`config.mk`:
```
export PLATFORM = sky130hd
export DESIGN_NAME = axis_udp_filter_arb
export DESIGN_NICKNAME = d
export VERILOG_FILES = /design/src/rtl/axis_udp_filter_arb.sv
export SDC_FILE = /design/constraint.sdc
export NUM_CORES = 1
export LEC_CHECK = 0
export ABC_AREA = 1
export BUFFER_PORTS_ARGS = -buffer_cell sky130_fd_sc_hd__buf_2
export CELL_PAD_IN_SITES_DETAIL_PLACEMENT = 1
export CELL_PAD_IN_SITES_GLOBAL_PLACEMENT = 1
export CORE_AREA = 2 2 149 151
export DETAILED_ROUTE_END_ITERATION = 12
export DIE_AREA = 0 0 151 153
export PLACE_DENSITY_LB_ADDON = 0.1
export SYNTH_ARGS = -nofsm -noshare
export SYNTH_HDL_FRONTEND = slang
export SYNTH_SLANG_ARGS = --single-unit
```
`constraint.sdc`:
```
create_clock -name axis_clk -period 2.1 [get_ports axis_clk]
set_input_delay 0.315 -clock axis_clk [delete_from_list [all_inputs] [get_ports axis_clk]]
set_output_delay 0.315 -clock axis_clk [all_outputs]
set_load 0.01 [all_outputs]
```
`src/rtl/axis_udp_filter_arb.sv`:
```
// Frame-level round-robin arbiter feeding one AXI-Stream UDP filter input from NUM_PORTS sources.
// Optional stall abort/drain logic is compiled in with `define AXIS_UDP_FILTER_ARB_TIMEOUT_EN.
module axis_udp_filter_arb #(
    parameter int unsigned NUM_PORTS       = 4,
    parameter int unsigned AXIS_DATA_WIDTH = 64,
    parameter int unsigned TIMEOUT_CYCLES  = 1024
) (
    input  logic                                       axis_clk,
    input  logic                                       axis_s_rst_n,
    input  logic                                       en,
    input  logic [NUM_PORTS-1:0]                       s_axis_tvalid,
    input  logic [NUM_PORTS*AXIS_DATA_WIDTH-1:0]       s_axis_tdata,
    input  logic [NUM_PORTS*(AXIS_DATA_WIDTH/8)-1:0]   s_axis_tstrb,
    input  logic [NUM_PORTS-1:0]                       s_axis_tlast,
    output logic [NUM_PORTS-1:0]                       s_axis_tready,
    output logic                                       m_axis_tvalid,
    output logic [AXIS_DATA_WIDTH-1:0]                 m_axis_tdata,
    output logic [AXIS_DATA_WIDTH/8-1:0]               m_axis_tstrb,
    output logic                                       m_axis_tlast,
    input  logic                                       m_axis_tready,
    output logic [NUM_PORTS-1:0]                       grant_o,
    output logic                                       busy_o,
    output logic                                       timeout_o
);

    localparam int unsigned STRB_W = AXIS_DATA_WIDTH / 8;
    localparam int unsigned IDX_W  = $clog2(NUM_PORTS);

    localparam logic [1:0] IDLE  = 2'd0;
    localparam logic [1:0] SEND  = 2'd1;
`ifdef AXIS_UDP_FILTER_ARB_TIMEOUT_EN
    localparam logic [1:0] ABORT = 2'd2;
    localparam logic [1:0] DRAIN = 2'd3;
`endif

    if (NUM_PORTS < 2 || NUM_PORTS > 8 || TIMEOUT_CYCLES < 2) begin : g_param_check
        $error("axis_udp_filter_arb: parameter out of range");
    end

    logic [1:0]             state_q;
    logic [IDX_W-1:0]       last_q;   // also the index of the current grant while busy
    logic                   pick_found;
    logic [IDX_W-1:0]       pick_idx;
    int unsigned            cand;

    logic                   g_valid;
    logic                   g_last;
    logic [AXIS_DATA_WIDTH-1:0] g_data;
    logic [STRB_W-1:0]      g_strb;
    logic                   hs;

    assign g_valid = s_axis_tvalid[last_q];
    assign g_last  = s_axis_tlast[last_q];
    assign g_data  = s_axis_tdata[last_q*AXIS_DATA_WIDTH +: AXIS_DATA_WIDTH];
    assign g_strb  = s_axis_tstrb[last_q*STRB_W +: STRB_W];
    assign hs      = m_axis_tvalid & m_axis_tready;
    assign busy_o  = (state_q != IDLE);

    // Search starts just after the previous winner so every requester is served in turn.
    always_comb begin
        pick_found = 1'b0;
        pick_idx   = '0;
        cand       = 0;
        for (int unsigned k = 1; k <= NUM_PORTS; k++) begin
            cand = (32'(last_q) + k) % NUM_PORTS;
            if (!pick_found && s_axis_tvalid[cand]) begin
                pick_found = 1'b1;
                pick_idx   = IDX_W'(cand);
            end
        end
    end

    always_comb begin
        m_axis_tvalid = 1'b0;
        m_axis_tdata  = '0;
        m_axis_tstrb  = '0;
        m_axis_tlast  = 1'b0;
        s_axis_tready = '0;
        case (state_q)
            SEND: begin
                m_axis_tvalid         = g_valid;
                m_axis_tdata          = g_data;
                m_axis_tstrb          = g_strb;
                m_axis_tlast          = g_last;
                s_axis_tready[last_q] = m_axis_tready;
            end
`ifdef AXIS_UDP_FILTER_ARB_TIMEOUT_EN
            ABORT: begin
                m_axis_tvalid = 1'b1;
                m_axis_tlast  = 1'b1;
            end
            DRAIN: s_axis_tready[last_q] = 1'b1;
`endif
            default: ;
        endcase
    end

`ifdef AXIS_UDP_FILTER_ARB_TIMEOUT_EN
    logic [15:0] stall_q;

    always_ff @(posedge axis_clk) begin
        if (!axis_s_rst_n) begin
            state_q   <= IDLE;
            last_q    <= IDX_W'(NUM_PORTS - 1);
            grant_o   <= '0;
            stall_q   <= '0;
            timeout_o <= 1'b0;
        end else begin
            timeout_o <= 1'b0;
            case (state_q)
                IDLE: if (en && pick_found) begin
                    state_q <= SEND;
                    last_q  <= pick_idx;
                    grant_o <= NUM_PORTS'(1) << pick_idx;
                    stall_q <= '0;
                end
                SEND: begin
                    if (hs && m_axis_tlast) begin
                        state_q <= IDLE;
                        grant_o <= '0;
                    end else if (hs) begin
                        stall_q <= '0;
                    end else if (stall_q == 16'(TIMEOUT_CYCLES - 1)) begin
                        state_q <= ABORT;
                    end else begin
                        stall_q <= stall_q + 16'd1;
                    end
                end
                ABORT: if (m_axis_tready) begin
                    state_q   <= DRAIN;
                    timeout_o <= 1'b1;
                end
                DRAIN: if (g_valid && g_last) begin
                    state_q <= IDLE;
                    grant_o <= '0;
                end
                default: state_q <= IDLE;
            endcase
        end
    end
`else
    assign timeout_o = 1'b0;

    always_ff @(posedge axis_clk) begin
        if (!axis_s_rst_n) begin
            state_q <= IDLE;
            last_q  <= IDX_W'(NUM_PORTS - 1);
            grant_o <= '0;
        end else begin
            case (state_q)
                IDLE: if (en && pick_found) begin
                    state_q <= SEND;
                    last_q  <= pick_idx;
                    grant_o <= NUM_PORTS'(1) << pick_idx;
                end
                SEND: if (hs && m_axis_tlast) begin
                    state_q <= IDLE;
                    grant_o <= '0;
                end
                default: state_q <= IDLE;
            endcase
        end
    end
`endif

endmodule

```
==> flow_summary.json, run 1 <==
{
  "clkTransAtPathRegs_ns": 0.04,
  "fmax_ghz": 0.495,
  "worstSetupStartpointType": "flip-flop",
  "ioPinCount": 384,
  "fin_crit_ns": 2.02,
  "setup_viol": 0,
  "gp_congestion": 0.809,
  "cts-buffers-inserted": 3,
  "synth_area_leaders": "nor2_1 (35%), o21ai_0 (23%), a21oi_1 (13%)",
  "final_core_util_pct": 25.8,
  "portBuffers": 382,
  "die_x_um": 151,
  "hold_viol_final": 0,
  "grt_pass1_vias": 5535,
  "antenna_found_initial": 7,
  "vias_per_cell": 4.34,
  "synthesis.area_mm2": 0.00319,
  "ys.flop_type": "dfxtp_1",
  "first_pass_iters": 4,
  "root_buffer": "clkbuf_16",
  "rsz0062_at_grt": "true",
  "cts.htree.levels": 1,
  "drive_above_1_share_pct": 42.3,
  "worstPathMaxFanout": 47,
  "slew_viol_final": 0,
  "synth_most_common_cell": "nor2_1",
  "grt_pass1_wl_mm": 33.0,
  "cts_tree": "built",
  "peakVddDrop_mv": 0.352,
  "arrival_ns": 1.71,
  "crit_type": "flip-flop to output port",
  "finalWirelength_mm": 23.2,
  "start_util_pct": 14.9,
  "die_y_um": 153,
  "synthArstFlopShare_pct": 0,
  "postCtsSetupRepairBufs": 0,
  "hold_path_class": "input pin to flip-flop",
  "leakagePower_uw": 0.00288,
  "drt_iter0_drc": 259,
  "tightestPinTransition_ns": 0.569,
  "netlist.area_leader.share_pct": 35.0,
  "yosys.area.top_type": "nor2_1",
  "core_mm2": 0.0215,
  "fin_skew_ns": 0.000452,
  "maxSlewHeadroom_pct": 62.0,
  "fin_crit_sh_pct": 96.3,
  "p_per_area_mw_per_mm2": 650,
  "whs_ns": 0.326,
  "dpl.cell_count": 1295,
  "synthTopCellsByCount": "nor2_1 (298), o21ai_0 (146), a21oi_1 (80)",
  "synth_cell_types": 23,
  "max_stage_delay_ns": 0.39,
  "syn_area_per_cell_um2": 4.70,
  "status": "complete, no violations",
  "crit_top_cell": "buf_16",
  "cts_sinks": 7,
  "die_area_mm2": 0.0231,
  "row_count": 54,
  "slowest_stage": "dfxtp_4",
  "synth_edf_count": 0,
  "syn_to_final_growth_pct": 73.5,
  "via_count": 5676,
  "synth_fp_nets": 983,
  "cp_cell_sequence": "inv_4 -> buf_16 -> buf_16 -> o21ai_0 -> a21oi_1 -> buf_2",
  "track_usage_pct": 18.3,
  "maxCapViolations": 0,
  "final_cells": 1308,
  "hpwl_mm": 17.8,
  "antenna_left": 0,
  "grt_max_degree": 74,
  "critical_path_required_ns": 1.78,
  "synthCells": 679,
  "nNetsFinal": 1326,
  "clk_latency_ns": 0.23,
  "yosysWarningCount": 0,
  "ys_seq_elements": 7,
  "clk_path_buf_depth": 2,
  "drc_errors": 0,
  "grt_remaining_overflow": 0,
  "wl_per_cell_um": 17.8,
  "ys_seq_area_share_pct": 4.39,
  "critPathCaptureType": "output port"
}
## where the power goes
| part | internal (µW) | switching, µW |
|---|---|---|
| registers | 167 | 30.9 |
| logic | 1190 | 1890 |
| clock network | 253 | 77.6 |
## routing by layer
metal	track usage [%]	wire length, µm	share of wire, %
met5	0	21	0.090
met4	1.78	108	0.46
met3	3.82	1650	7.1
met2	34.2	12000	52
met1	22.0	9480	41
## critical path, delay by kind of cell, from the launching register on
kind / cells / cell delay (ns)
AOI/OAI and AO/OA: 2 / 0.46
DFF: 1 / 0.39
buffers and inverters: 4 / 0.61
## final timing paths
kind / slack, ns / from / end / cells after the start
setup / recovery: 0.08 / last_q[0] / m_axis_tdata[14] / 6
hold / removal: 0.33 / axis_s_rst_n / state_q[0] / 3
setup reg to reg: 0.31 / last_q[0] / grant_o[1] / 11
hold reg to reg: 0.49 / grant_o[0] / grant_o[0] / 2
## what timing repair did
action	4_1_cts	5_1_grt
hold buffers	0	0
gates resized for setup	1	10
gates cloned	0	2
setup endpoints to repair	3	27
pin swaps	0	0
endpoints found under the hold margin	0	0
## registers in the layout, indices dropped and copies added (netlist names)
name	flops
grant_o	4
last_q	2
state_q	1
## cells by family after synthesis
group	after synthesis	synth area share, %
simple gates	359	46.6
compound gates	229	35.9
buf+inv	79	11.4
flops	7	4.39
fa+ha+maj	4	1.57
other cells	1	0.117
## placed cells by master, fill, tap and decap left out
cell	netlist	layout
nor2_1	298	298
buf_12	0	4
a21oi_1	80	79
o21ai_0	146	140
dfxtp_4	0	2
nor2_4	2	2
a21oi_2	0	1
nand3_2	6	6
buf_4	1	6
inv_2	3	4
o21ai_1	3	9
buf_16	0	3
nand2_4	3	3
inv_1	15	13
clkbuf_1	22	1
clkinv_1	1	1
buf_2	34	382
nand4_1	4	4
clkbuf_16	0	5
nand3_1	15	15
dfxtp_1	7	5
inv_4	0	1
nand2_1	19	19
buf_6	3	1
diode_2	0	7
nor2_2	1	1
nand3b_2	1	1
nand2_2	10	10
ha_1	4	4
conb_1	1	1
## layout make-up
cell class	count	area (µm²)
fill	3006	15900
tap	280	350
antenna	7	17.5
timing repair buffer	398	2180
inverter	19	73.8
sequential	7	148
clock buffer	4	78.8
multi-input combinational	593	2690
## stage by stage
step	cell area [µm²]	TNS [ns]	power, µW	setup WS (ns)
2_1_floorplan	3200	0	2100	0.0283
3_3_place_gp	5360	0	3240	0.206
3_5_place_dp	5360	0	3240	0.223
4_1_cts	5450	-0.0256	3590	-0.0113
5_1_grt	5530	-0.00381	4020	-0.00381
6_report	5540	0	3600	0.0779
No activity file was read; power rests on OpenSTA's default activity.
==> inputs of run 2 (changes only) <==
==> constraint.sdc (replaced) <==
create_clock -name axis_clk -period 2.1 [get_ports axis_clk]
set_input_delay 0.42 -clock axis_clk [delete_from_list [all_inputs] [get_ports axis_clk]]
set_output_delay 0.42 -clock axis_clk [all_outputs]
set_load 0.01 [all_outputs]
==> run 2 against run 1 <==
Compared with the run above: first-iteration DRC count down 42%; core utilization up 1.1 points; register-to-register slack worse by 0.11 ns; non-clock buffer count up 12.
==> flow_summary.json, run 2 (same netlist as run 1, synthesis figures left out) <==
{
  "cts_sinks": 7,
  "setup_viol": 0,
  "vias_per_cell": 4.34,
  "cts_tree": "built",
  "fin_tns_setup_ns": 0,
  "maxCapViolations": 0,
  "p_per_area_mw_per_mm2": 670,
  "r2r_cells": 11,
  "timing.rr.start": "last_q[0]",
  "grt_remaining_overflow": 0,
  "drt_iter0_drc": 149,
  "hpwl_mm": 18.3,
  "grt_busiest_layer": "met2",
  "min_from": "axis_s_rst_n",
  "via_count": 5731,
  "reg_top3": "grant_o x4, last_q x2, state_q x1",
  "worstPathMaxFanout": 24,
  "clk_latency_ns": 0.23,
  "hold_viol_final": 0,
  "layout_common_cells": "buf_2 (382), nor2_1 (298), o21ai_0 (145)",
  "largest_reg_flops": 4,
  "met2_usage_pct": 35.6,
  "slew_viol_final": 0,
  "status": "complete, no violations",
  "largest_register": "grant_o",
  "drive_above_1_share_pct": 43.0,
  "arrival_ns": 1.60,
  "grt_max_degree": 79,
  "final_common_cell": "buf_2",
  "fin_skew_ns": 0.00171,
  "clk_path_buf_depth": 2,
  "cts-buffers-inserted": 3,
  "antenna_found_initial": 7,
  "die_x_um": 151,
  "min_path_cells": 3,
  "final_cell_area_mm2": 0.00578,
  "ctsHoldBuffers": 0,
  "gp_congestion": 0.827,
  "leakagePower_uw": 0.00301,
  "hold_path_class": "input pin to flip-flop",
  "grtUsageMet3_pct": 3.73,
  "worstReg2RegEnd": "grant_o[1]",
  "die_y_um": 153,
  "grt_pass1_vias": 5705,
  "critPathCaptureType": "output port",
  "root_buffer": "clkbuf_16",
  "met1_usage_pct": 21.5,
  "fin_crit_sh_pct": 96.0,
  "worstSetupStartpointType": "flip-flop",
  "rsz0062_at_grt": "true",
  "track_usage_pct": 18.6,
  "start_util_pct": 14.9,
  "antenna_left": 0,
  "startpoint": "last_q[0]",
  "placed_cell_area_mm2": 0.00545,
  "nNetsFinal": 1338,
  "grt_pass1_wl_mm": 33.6,
  "row_count": 54,
  "finalWirelength_mm": 24.4,
  "crit_type": "flip-flop to output port",
  "cts.htree.levels": 1,
  "peakVddDrop_mv": 0.298,
  "critical_path_required_ns": 1.68,
  "syn_to_final_growth_pct": 81.2,
  "fin_crit_ns": 2.02,
  "drc_errors": 0,
  "core_mm2": 0.0215,
  "min_to": "state_q[0]",
  "ioPinCount": 384,
  "clkTransAtPathRegs_ns": 0.04,
  "first_pass_iters": 4,
  "fmax_ghz": 0.496,
  "portBuffers": 382,
  "reg2reg_slack_ns": 0.20,
  "wl_per_cell_um": 18.5,
  "die_area_mm2": 0.0231
}
==> run 2: cell count changes in the layout (fill, tap and decap cells not counted), sizes merged <==
cell,delta
buf,+7
clkbuf,+5
diode,-1
==> run 2: worst max-delay path by stage <==
stage | slack (ns) | endpoint
2_1_floorplan | 0.03 | grant_o[1]
6_report | 0.08 | m_axis_tdata[36]
3_3_place_gp | 0.21 | m_axis_tdata[11]
3_5_place_dp | 0.22 | m_axis_tdata[6]
5_1_grt | -0.004 | m_axis_tdata[7]
4_1_cts | -0.004 | m_axis_tdata[22]
==> run 2: per-layer routing <==
layer  wire (µm)  up-vias
li1            -     2942
met1        9910     2598
met2       12700      179
met3        1580       10
met4         183        2
met5          12        -
==> run 2: cell type report <==
cell class,count,area [µm²]
fillers,2962,15700
multi-input cells,593,2690
repair buffers,410,2420
well taps,280,350
flip-flops and latches,7,148
clock buffers,4,78.8
inverters,19,78.8
diodes,6,15.0
==> run 2: what timing repair did <==
item,CTS,global route
gates resized for setup,3,10
cloned,0,7
endpoints found under the setup margin,9,46
setup buffers,0,1
pin swaps,0,1
==> run 2: metrics by stage <==
| step | total power (µW) | setup slack [ns] | hold slack [ns] | std cells | utilization, % |
|---|---|---|---|---|---|
| 2_1_floorplan | 2100 | 0.0283 | 0.506 | 679 | - |
| 3_3_place_gp | 3310 | 0.213 | 0.479 | 1301 | 25.3 |
| 3_5_place_dp | 3300 | 0.224 | 0.480 | 1301 | 25.3 |
| 4_1_cts | 3660 | -0.00424 | 0.440 | 1305 | 25.8 |
| 5_1_grt | 4310 | -0.00391 | 0.456 | 1318 | 26.9 |
| 6_report | 3880 | 0.0840 | 0.444 | 1319 | 26.9 |
==> run 2: worst max-delay path: stages, from the launching register on <==
cell and delay [ns]:
dfxtp_4 0.41, buf_12 0.19, clkbuf_16 0.22, nor2_1 0.06
nor2_1 0.08, o21ai_0 0.09, a21oi_1 0.16, buf_2 0.15
==> run 2: report_power, final <==
part | switching, µW | total [µW] | internal (µW)
clock | 69.9 | 322 | 252
combinational | 1970 | 3350 | 1380
sequential | 40.7 | 208 | 167
total | 2080 | 3880 | 1800
